File: config.mk
export PLATFORM = sky130hd
export DESIGN_NAME = knn_distance_unit
export DESIGN_NICKNAME = d
export VERILOG_FILES = /design/src/rtl/knn_distance_unit.sv
export SDC_FILE = /design/constraint.sdc
export NUM_CORES = 1
export LEC_CHECK = 0
export ABC_AREA = 1
export BUFFER_PORTS_ARGS = -buffer_cell sky130_fd_sc_hd__buf_2
export CORE_ASPECT_RATIO = 1.5
export CORE_MARGIN = 2
export CORE_UTILIZATION = 33
export CTS_CLUSTER_DIAMETER = 40
export DETAILED_ROUTE_END_ITERATION = 6
export SLEW_MARGIN = 20
export SYNTH_ARGS = -nofsm -noshare
export SYNTH_HDL_FRONTEND = slang
export SYNTH_SLANG_ARGS = --single-unit
File: constraint.sdc
create_clock -name clk -period 7.3 [get_ports clk]
set_input_delay 1.095 -clock clk [delete_from_list [all_inputs] [get_ports clk]]
set_output_delay 1.095 -clock clk [all_outputs]
set_load 0.05 [all_outputs]
File: src/rtl/knn_distance_unit.sv
// Streaming squared-Euclidean distance stage feeding the KNN ordered list chain.
// One coordinate per cycle in, one saturated distance plus index pulse per point out.
module knn_distance_unit #(
  parameter int DATA_W = 16,
  parameter int DIMS   = 2,
  parameter int COMP_W = 32,
  parameter int BAG_W  = 32,
  localparam int AW = (DIMS > 1) ? $clog2(DIMS) : 1
) (
  input  logic              clk,
  input  logic              rst,
  input  logic              test_wr,
  input  logic [AW-1:0]     test_addr,
  input  logic [DATA_W-1:0] test_data,
  input  logic              start,
  input  logic              in_valid,
  output logic              in_ready,
  input  logic [DATA_W-1:0] in_coord,
  input  logic              in_last,
  output logic              out_valid,
  output logic [COMP_W-1:0] out_dist,
  output logic [BAG_W-1:0]  out_index,
  output logic              busy,
  output logic              done
);

  localparam int ACC_W = 2*DATA_W + 2 + $clog2(DIMS);
  localparam int XW = ((ACC_W > COMP_W) ? ACC_W : COMP_W) + 1;
  localparam logic [XW-1:0] LIM = (XW'(1) << COMP_W) - XW'(2);

  typedef enum logic [1:0] {IDLE, RUN, DRAIN} state_t;

  state_t state, state_nx;

  logic [DATA_W-1:0] test_q [DIMS];
  logic [AW-1:0] dim;
  logic [BAG_W-1:0] idx;
  logic [ACC_W-1:0] acc, acc_nx;
  logic s1_valid, s1_first, s1_lastd, s1_final;
  logic signed [DATA_W:0] s1_diff;
  logic signed [2*DATA_W+1:0] sq;
  logic [XW-1:0] acc_x, sat;
  logic accept, last_dim;

  assign accept   = in_valid & in_ready;
  assign last_dim = (dim == AW'(DIMS-1));

  always_ff @(posedge clk) begin
    if (rst) state <= IDLE;
    else     state <= state_nx;
  end

  always_comb begin
    state_nx = state;
    unique case (state)
      IDLE:    if (start) state_nx = RUN;
      RUN:     if (accept && last_dim && in_last) state_nx = DRAIN;
      DRAIN:   if (done) state_nx = IDLE;
      default: state_nx = IDLE;
    endcase
  end

  always_comb begin
    in_ready = (state == RUN);
    busy     = (state != IDLE) | s1_valid;
  end

  // Test point is frozen once a pass starts.
  always_ff @(posedge clk) begin
    if (rst) begin
      for (int i = 0; i < DIMS; i++) test_q[i] <= '0;
    end else if (state == IDLE && test_wr && int'(test_addr) < DIMS) begin
      test_q[test_addr] <= test_data;
    end
  end

  always_comb begin
    sq     = s1_diff * s1_diff;
    acc_nx = s1_first ? ACC_W'($unsigned(sq))
                      : acc + ACC_W'($unsigned(sq));
    acc_x  = XW'(acc_nx);
    sat    = (acc_x > LIM) ? LIM : acc_x;
  end

  always_ff @(posedge clk) begin
    if (rst) begin
      dim       <= '0;
      idx       <= '0;
      acc       <= '0;
      s1_valid  <= 1'b0;
      s1_first  <= 1'b0;
      s1_lastd  <= 1'b0;
      s1_final  <= 1'b0;
      s1_diff   <= '0;
      out_valid <= 1'b0;
      out_dist  <= '0;
      out_index <= '0;
      done      <= 1'b0;
    end else begin
      s1_valid  <= accept;
      out_valid <= s1_valid & s1_lastd;
      done      <= s1_valid & s1_lastd & s1_final;
      if (accept) begin
        s1_diff  <= $signed({in_coord[DATA_W-1], in_coord})
                  - $signed({test_q[dim][DATA_W-1], test_q[dim]});
        s1_first <= (dim == '0);
        s1_lastd <= last_dim;
        s1_final <= last_dim & in_last;
        dim      <= last_dim ? '0 : dim + AW'(1);
      end
      if (s1_valid) acc <= acc_nx;
      if (s1_valid && s1_lastd) begin
        out_dist  <= COMP_W'(sat);
        out_index <= idx;
        idx       <= idx + BAG_W'(1);
      end
      if (state == IDLE && start) begin
        dim <= '0;
        idx <= '0;
        acc <= '0;
      end
    end
  end

endmodule

======== Word-level counts from Yosys, hierarchy flattened ========
Memory sizes are Yosys's and may differ from the RTL's. A register that Yosys moved wholly into a read port is not among the register bits.
Cells that the tools add are included.
word-level totals
  memory bits (writable) .................. 32
  bits of input ports ..................... 39
  flip-flop bits (word level) ............. 157
  memories kept ........................... 1
  word-level logic and storage cells ...... 58
  output and inout bits ................... 68
memory list
  memory  words  width  rd ports  clocked after Yosys merged registers in  wr ports  line  RTL
  test_q  2      16     1         1                                        2         35    logic [DATA_W-1:0] test_q [DIMS];
operators by class
  reductions and logical operators ........ 10
  $add $sub $neg .......................... 4
  mux-type cells .......................... 17
  $lt $le $gt $ge ......................... 1
  bitwise operators ....................... 6
  multiply operators ...................... 1
  equal/unequal tests ..................... 5
operator list
  operator                 count
  $add A35 B34 Y35         1
  $gt A35 B32 Y1 const B   1
  $mux W35                 1
  $mul A17 B17 Y34         1
  $add A32 B1 Y32 const B  1
  $mux W32                 1
  $sub A16 B16 Y17         1
  $mux W16                 1
  $reduce_or A16 Y1        1
  $mux W1                  10
  $mux W2                  3
  $pmux W2 S3              1
  $logic_and A1 B1 Y1      5
  $and A1 B1 Y1            4
  $ne A2 B2 Y1 const B     2
  $reduce_and A3 Y1        1
  $eq A2 B1 Y1 const B     1
  $eq A2 B2 Y1 const B     1
  $logic_not A2 Y1         1
  $ne A2 B1 Y1 const B     1
  $reduce_bool A2 Y1       1
  $reduce_or A2 Y1         1
  $add A1 B1 Y1 const B    1
  $not A1 Y1               1
  $or A1 B1 Y1             1

======== Logic depth before layout (Yosys ltp) ========
Gate-level depths: netlist (run 1).
  word-level depth ........................ 7
  depth in mapped cells ................... 47
  depth with buffers taken out ............ 45

======== Worst setup path before layout (run 1) ========
Ideal clock, no wire load.
  path type ............................... reg-to-reg
  from .................................... register s1_diff[2]
  to ...................................... register out_dist[10]
  slack ................................... -303 ps
  cell stages (with the launch flop) ...... 42
  clock period less this slack ............ 7603 ps
  buffers on the path ..................... 3
  required time ........................... 7178 ps
  arrival time ............................ 7481 ps
  setup time .............................. 122 ps
  cells stage by stage .................... dfxtp_1 -> clkbuf_1 -> buf_1 -> nand2_1 -> inv_1 -> fa_1 -> fa_1 -> inv_1 -> fa_1 -> inv_1 -> fa_1 -> fa_1 -> inv_1 -> fa_1 -> inv_1 -> ha_1 -> nand2_1 -> nor2_1 -> (+6 left out) -> inv_1 -> ha_1 -> nand2_1 -> nor2_1 -> and2_1 -> and2_1 -> nand2_1 -> nand2_1 -> nand2_1 -> nand3_1 -> nand2_2 -> nor2_1 -> nand3_1 -> nor2_1 -> nand4_1 -> nand2_4 -> buf_8 -> a21oi_2
on the way
  longest elaborated chain between the ends .. 5
RTL lines
  what                    line  RTL
  from (decl)             40    logic signed [DATA_W:0] s1_diff;
  from (signal assigned)  104   s1_diff <= $signed({in_coord[DATA_W-1], in_coord})
  $mul A17 B17 Y34 *      78    sq = s1_diff * s1_diff;
  $add A35 B34 Y35        80    : acc + ACC_W'($unsigned(sq));
  $mux W35 *              79    acc_nx = s1_first ? ACC_W'($unsigned(sq))
  $gt A35 B32 Y1          82    sat = (acc_x > LIM) ? LIM : acc_x;
  $mux W32 *              82
  to (signal assigned)    113   out_dist <= COMP_W'(sat);
  to (decl)               21    output logic [COMP_W-1:0] out_dist,
Every way passes the cells marked *; elsewhere a longest branch is shown, timed or not.
A chain may end at the register's enable or synchronous reset.

======== Worst setup path in the final report (run 1) ========
  from .................................... register s1_diff[3]
  to ...................................... register out_dist[3]
Same word-level chain as after synthesis.

==> results of run 1 <==
[per-layer routing]
metal	up-vias	GRT usage (%)
li1	10579	-
met4	0	12.7
met1	10162	21.2
met3	202	1.55
met2	415	39.9
met5	-	0
[power groups by stage]
stage | combinational, W | sequential (W) | clock, W
finish | 0.00190 | 0.00111 | 0.00103
global route | 0.00209 | 0.00112 | 0.00109
CTS | 0.00181 | 0.00111 | 0.00106
floorplan | 0.000848 | 0.00114 | 0
detailed placement | 0.00145 | 0.00114 | 0
global placement | 0.00145 | 0.00114 | 0
[registers in the layout (all words and copies together) (netlist names), named ones only]
signal     flops
state          2
s1_diff       17
out_valid      1
acc           35
s1_lastd       1
done           1
s1_valid       1
s1_first       1
dim            1
out_index     32
out_dist      32
s1_final       1
idx           32
test_q        32
[worst max-delay path: cells and delay by family (launching register included)]
kind / cells / cell delay [ps]
AND/OR/NAND/NOR: 21 / 2380
flip-flops: 1 / 380
buffers and inverters: 11 / 940
adder cells (fa/ha/maj): 8 / 3810
AO/OA/AOI/OAI: 1 / 50
[metrics by stage]
step,total power (W),hold WS (ps),instance area [µm²]
final,0.00405,455,30100
after global routing,0.00429,481,30100
after CTS,0.00398,453,29400
after detailed placement,0.00258,442,26500
after global placement,0.00258,433,26500
after floorplan,0.00198,420,22500
[area by class of cell]
class | instances | share of cell area, %
timing repair buffer | 573 | 14.5
tap | 892 | 3.71
clock inverter | 11 | 0.495
inverter | 782 | 9.80
multi-input combinational | 2095 | 56.0
clock buffer | 20 | 1.59
sequential | 190 | 13.9
[path summary, 6_finish.rpt]
kind	endpoint	slack (ps)	depth (start not counted)
setup reg to reg	out_dist[3]	-420	41
hold reg to reg	done	460	2
setup / recovery	out_dist[3]	-420	41
hold / removal	done	460	2
[layout by cell type, fill, tap and decap left out, types with 30 or more instances in the layout]
master	n
buf_6	36
nand2_2	92
nor2_2	32
nand2_1	597
a21oi_2	52
o21ai_0	140
nand2_4	30
dfxtp_1	141
ha_4	47
inv_1	723
nand3_1	136
inv_2	56
edfxtp_1	32
ha_1	97
nand4_1	48
a21oi_1	129
buf_4	413
nor2_1	202
buf_2	106
fa_1	256
[kinds of logic (layout without fill, tap and decap cells)]
logic type | Yosys count | count (layout) | share of synthesized area, %
buffers and inverters | 873 | 1386 | 14.8
AND/OR/NAND/NOR | 1254 | 1254 | 23.4
AO/OA/AOI/OAI | 376 | 376 | 9.34
adder cells (fa/ha/maj) | 416 | 416 | 32.1
multiplexers | 15 | 15 | 0.673
XOR/XNOR | 34 | 34 | 1.32
flip-flops | 190 | 190 | 18.3
[what timing repair did]
action	in CTS	in global routing
pin swaps	166	78
cloned	2	0
setup endpoints to repair	44	39
buffers inserted	88	24
gates resized for setup	383	138
==> results.toml, run 1 <==
[final_layout]
seqCellArea_um2 = 4170
multi_input_comb_area_um2 = 16800
fin_cells = 4563
area_growth_pct = 33.7
n_fill_cell = 6869
final_util_pct = 44.5
antenna_cells = 0
final_net_count = 4114
drive_gt1_share_pct = 28.3

[logic_synthesis]
async_flop_share_pct = 0
syn_inst = 3158
syn_nets = 3613
ys_top_cells_by_area = "fa_1, dfxtp_1, inv_1, nand2_1, ha_1"
synth_edf_count = 32
synth_ff_type = "dfxtp_1"
yosys.area.top_type = "fa_1"
netlist_area_um2 = 22500
ys_seq_elements = 190
synth_top_area_share_pct = 24.0
avgSynthCellArea_um2 = 7.12
synth.distinct_cells = 47
synth-seq-area-share_pct = 18.3
yosysWarnings = 0
ys_top_cells_by_count = "inv_1, nand2_1, fa_1, nor2_1, nand3_1"
synth_most_common_cell = "inv_1"

[place]
dp.cells = 4420
place_ws_ps = -1170
dp_hpwl_um = 56700
gp_congestion = 0.965
portBuffers = 106

[cts]
htree_levels = 4
cts_hold_buffers = 0
cts_root_buf = "clkbuf_16"
cts_tree = "done"
cts_buffer_depth = 2
clk_pin_slew_ps = 80
numCtsBuffers = 17
cts.sinks = 190
clk_latency_ps = 470

[detailed_routing]
routed.top_layer = "met4"
vias = 21358
drt_pre_antenna_iters = 5
via_per_inst = 4.68
wl_met3_um = 1640
drt_iter0_markers = 1005
drc = 0
met1_length_um = 25800
drt-total-wl_um = 70400
ant_nets = 0
met2_length_um = 38300
wire_per_inst_um = 15.4

[power]
p_sw_w = 0.00153
p_clk_share_pct = 25.5
intPower_w = 0.00252
pwr-share-seq_pct = 27.5
p_per_area_nw_per_um2 = 135
ir_worst_vdd_mv = 0.261
combPwrFrac_pct = 46.9
swShare_pct = 37.7
power.leakage_nw = 16.0

[grt]
antenna_found_initial = 0
grt_max_degree = 96
grt_pass1_wl_um = 113000
grt_pass1_vias = 22349
grt_usage_pct = 20.5
grt_remaining_overflow = 0

[worst_setup_path]
critPathMaxStageDelay_ps = 590
path_class = "register to register"
critical_path_peak_fanout = 8
critPathLaunchType = "register"
timing.rr.start = "s1_diff[3]"
startpoint = "s1_diff[3]"
crit_top_cell = "inv_2"
required_ps = 7650
crit_slowest_cell = "fa_2"
cp.arrival_ps = 8080
crit_path_end_kind = "register"

[sta]
fin_crit_sh_pct = 106
slew_violations = 0
setup_viol = 32
rsz0062_at_grt = "true"
finalHoldViolCount = 0
fin_crit_ps = 7720
layout_setup_ws_ps = -421
finalSetupTns_ps = -12050
worst_pin_slew_ps = 947
relSlewSlack_pct = 36.8
clock_skew_ps = 18.3
fmax_mhz = 130

[floorplan]
start_util_pct = 33.3
die-area_um2 = 70300
ioPinCount = 107
die_y_um = 324
rows = 117
die_w_um = 217
coreArea_um2 = 67600

[job]
max-cap-violations = 0

[status]
failed_checks = "negative setup slack"
status = "complete, but fails checks"

[min_path]
worst_hold_path_type = "register to register"
hold_start = "s1_final"
(Power assumes the default switching activity.)
==> inputs of run 2 (changes only) <==
Settings changed: TNS_END_PERCENT set to 20.
==> run 2 against run 1 <==
Compared with the run above: clock skew increased by 7.9 ps; clock power about the same; die area unchanged; global-route usage decreased by 0.13 points; critical path depth unchanged; the run still ends with negative setup slack left; setup slack got worse by 26 ps; wire length decreased by 1.1%; critical endpoint is now out_dist[12]; via count decreased by 0.89%; largest power group unchanged; non-clock buffer count decreased by 18; maximum frequency decreased by 0.34%; sequential share of layout area increased by 0.21 points; combinational power decreased by 3%.
==> results.toml, run 2 (synthesized netlist as in run 1, its figures left out) <==
[status]
status = "complete, but fails checks"
failed_checks = "negative setup slack"

[sta]
clock_skew_ps = 26.2
relSlewSlack_pct = 37.3
rsz0062_at_grt = "true"
finalHoldViolCount = 0
fin_crit_sh_pct = 106
fmax_mhz = 129
layout_setup_ws_ps = -447
setup_viol = 32
worst_pin_slew_ps = 939
fin_crit_ps = 7750
holdWs_ps = 455
slew_violations = 0

[final_layout]
final_net_count = 4096
antenna_cells = 0
final_area_um2 = 29600
layout_common_cells = "inv_1, nand2_1, buf_4, fa_1, nor2_1"
final_common_cell = "inv_1"
drive_gt1_share_pct = 26.6
top_register = "acc"
largest_reg_flops = 35
area_growth_pct = 31.6
n_fill_cell = 6908

[detailed_routing]
vias = 21168
ant_nets = 0
drt_pre_antenna_iters = 5
via_per_inst = 4.66
drc = 0
drt_iter0_markers = 980
wire_per_inst_um = 15.3
drt-total-wl_um = 69700

[power]
power.leakage_nw = 15.8
ir_worst_vdd_mv = 0.260
swShare_pct = 37.6
intPower_w = 0.00249
power_w = 0.00398
p_clk_share_pct = 26.0
pwr-share-seq_pct = 28.0
p_per_area_nw_per_um2 = 135
p_sw_w = 0.00150
combPwrFrac_pct = 46.1

[grt]
grt_usage_pct = 20.4
grt_max_degree = 96
antenna_found_initial = 0
grt_pass1_vias = 22281
grt_pass1_wl_um = 112000
grt_remaining_overflow = 0

[floorplan]
ioPinCount = 107
rows = 117
coreArea_um2 = 67600
die-area_um2 = 70300
die_y_um = 324
die_w_um = 217
start_util_pct = 33.3

[worst_setup_path]
required_ps = 7650
r2r_end = "out_dist[12]"
critical_path_peak_fanout = 9
cp.arrival_ps = 8090
endpoint = "out_dist[12]"
reg2reg_setup_slack_ps = -450
reg2reg_depth = 41
critPathLaunchType = "register"
path_class = "register to register"
critPathMaxStageDelay_ps = 590
timing.rr.start = "s1_diff[12]"
crit_slowest_cell = "fa_1"
crit_path_end_kind = "register"
crit_top_cell = "fa_1"
startpoint = "s1_diff[12]"

[cts]
clk_latency_ps = 480
numCtsBuffers = 17
cts.sinks = 190
cts_buffer_depth = 2
cts_hold_buffers = 0
cts_root_buf = "clkbuf_16"
cts_tree = "done"
htree_levels = 4
clk_pin_slew_ps = 80

[job]
max-cap-violations = 0

[place]
portBuffers = 106
dp_hpwl_um = 56700
placedInstanceArea_um2 = 26500
gp_congestion = 0.965

[min_path]
worst_hold_path_type = "register to register"
## run 2: cell count changes in the layout (fill, tap and decap cells not counted), sizes merged
| cell | before | now |
|---|---|---|
| buf | 573 | 555 |
## run 2: repair_timing
action	4_1_cts	5_1_grt
cloned	2	0
endpoints found under the setup margin	44	42
setup buffers	78	14
pin swaps	161	90
resized for setup	330	103
## run 2: worst min path at each step
stage	depth (start not counted)	slack, ps	startpoint	to
floorplan	2	420	s1_final	done
finish	2	460	s1_final	done
CTS	2	450	s1_final	done
global placement	2	430	s1_final	done
global route	2	480	s1_final	done
detailed placement	2	440	s1_final	done
## run 2: critical path, delay by kind of cell (launching register included)
kind                     cells  cell delay (ps)
AO/OA/AOI/OAI                1               50
adder cells (fa/ha/maj)      8             3740
buffers and inverters       11             1090
flip-flops                   1              380
AND/OR/NAND/NOR             21             2340
## run 2: cell type report
cell class	count	area, µm²	share of cell area [%]
clock buffer	20	479	1.62
clock inverter	11	149	0.503
inverter	782	2940	9.92
multi-input combinational	2095	16500	55.8
sequential	190	4170	14.1
tap	892	1120	3.77
timing repair buffer	555	4230	14.3
## run 2: layer usage
layer	global-route usage [%]	wire, µm
met5	0	0
met4	13.3	4850
met3	1.62	1590
met2	39.3	37700
met1	21.0	25500
## run 2: per-stage QoR
stage          setup TNS, ps  setup WS [ps]  utilization, %  instances
2_1_floorplan              0          0.602               -       3158
3_3_place_gp          -39240          -1150            39.2       4420
3_5_place_dp          -39540          -1170            39.2       4420
4_1_cts                -9810           -368            43.0       4531
5_1_grt               -22300           -726            43.8       4545
6_report              -12890           -447            43.8       4545
## run 2: power groups by stage
| stage | Sequential, W | Clock (W) | Combinational (W) |
|---|---|---|---|
| detailed placement | 0.00114 | 0 | 0.00145 |
| floorplan | 0.00114 | 0 | 0.000848 |
| global placement | 0.00114 | 0 | 0.00145 |
| global route | 0.00112 | 0.00109 | 0.00202 |
| CTS | 0.00111 | 0.00106 | 0.00175 |
| finish | 0.00111 | 0.00104 | 0.00184 |
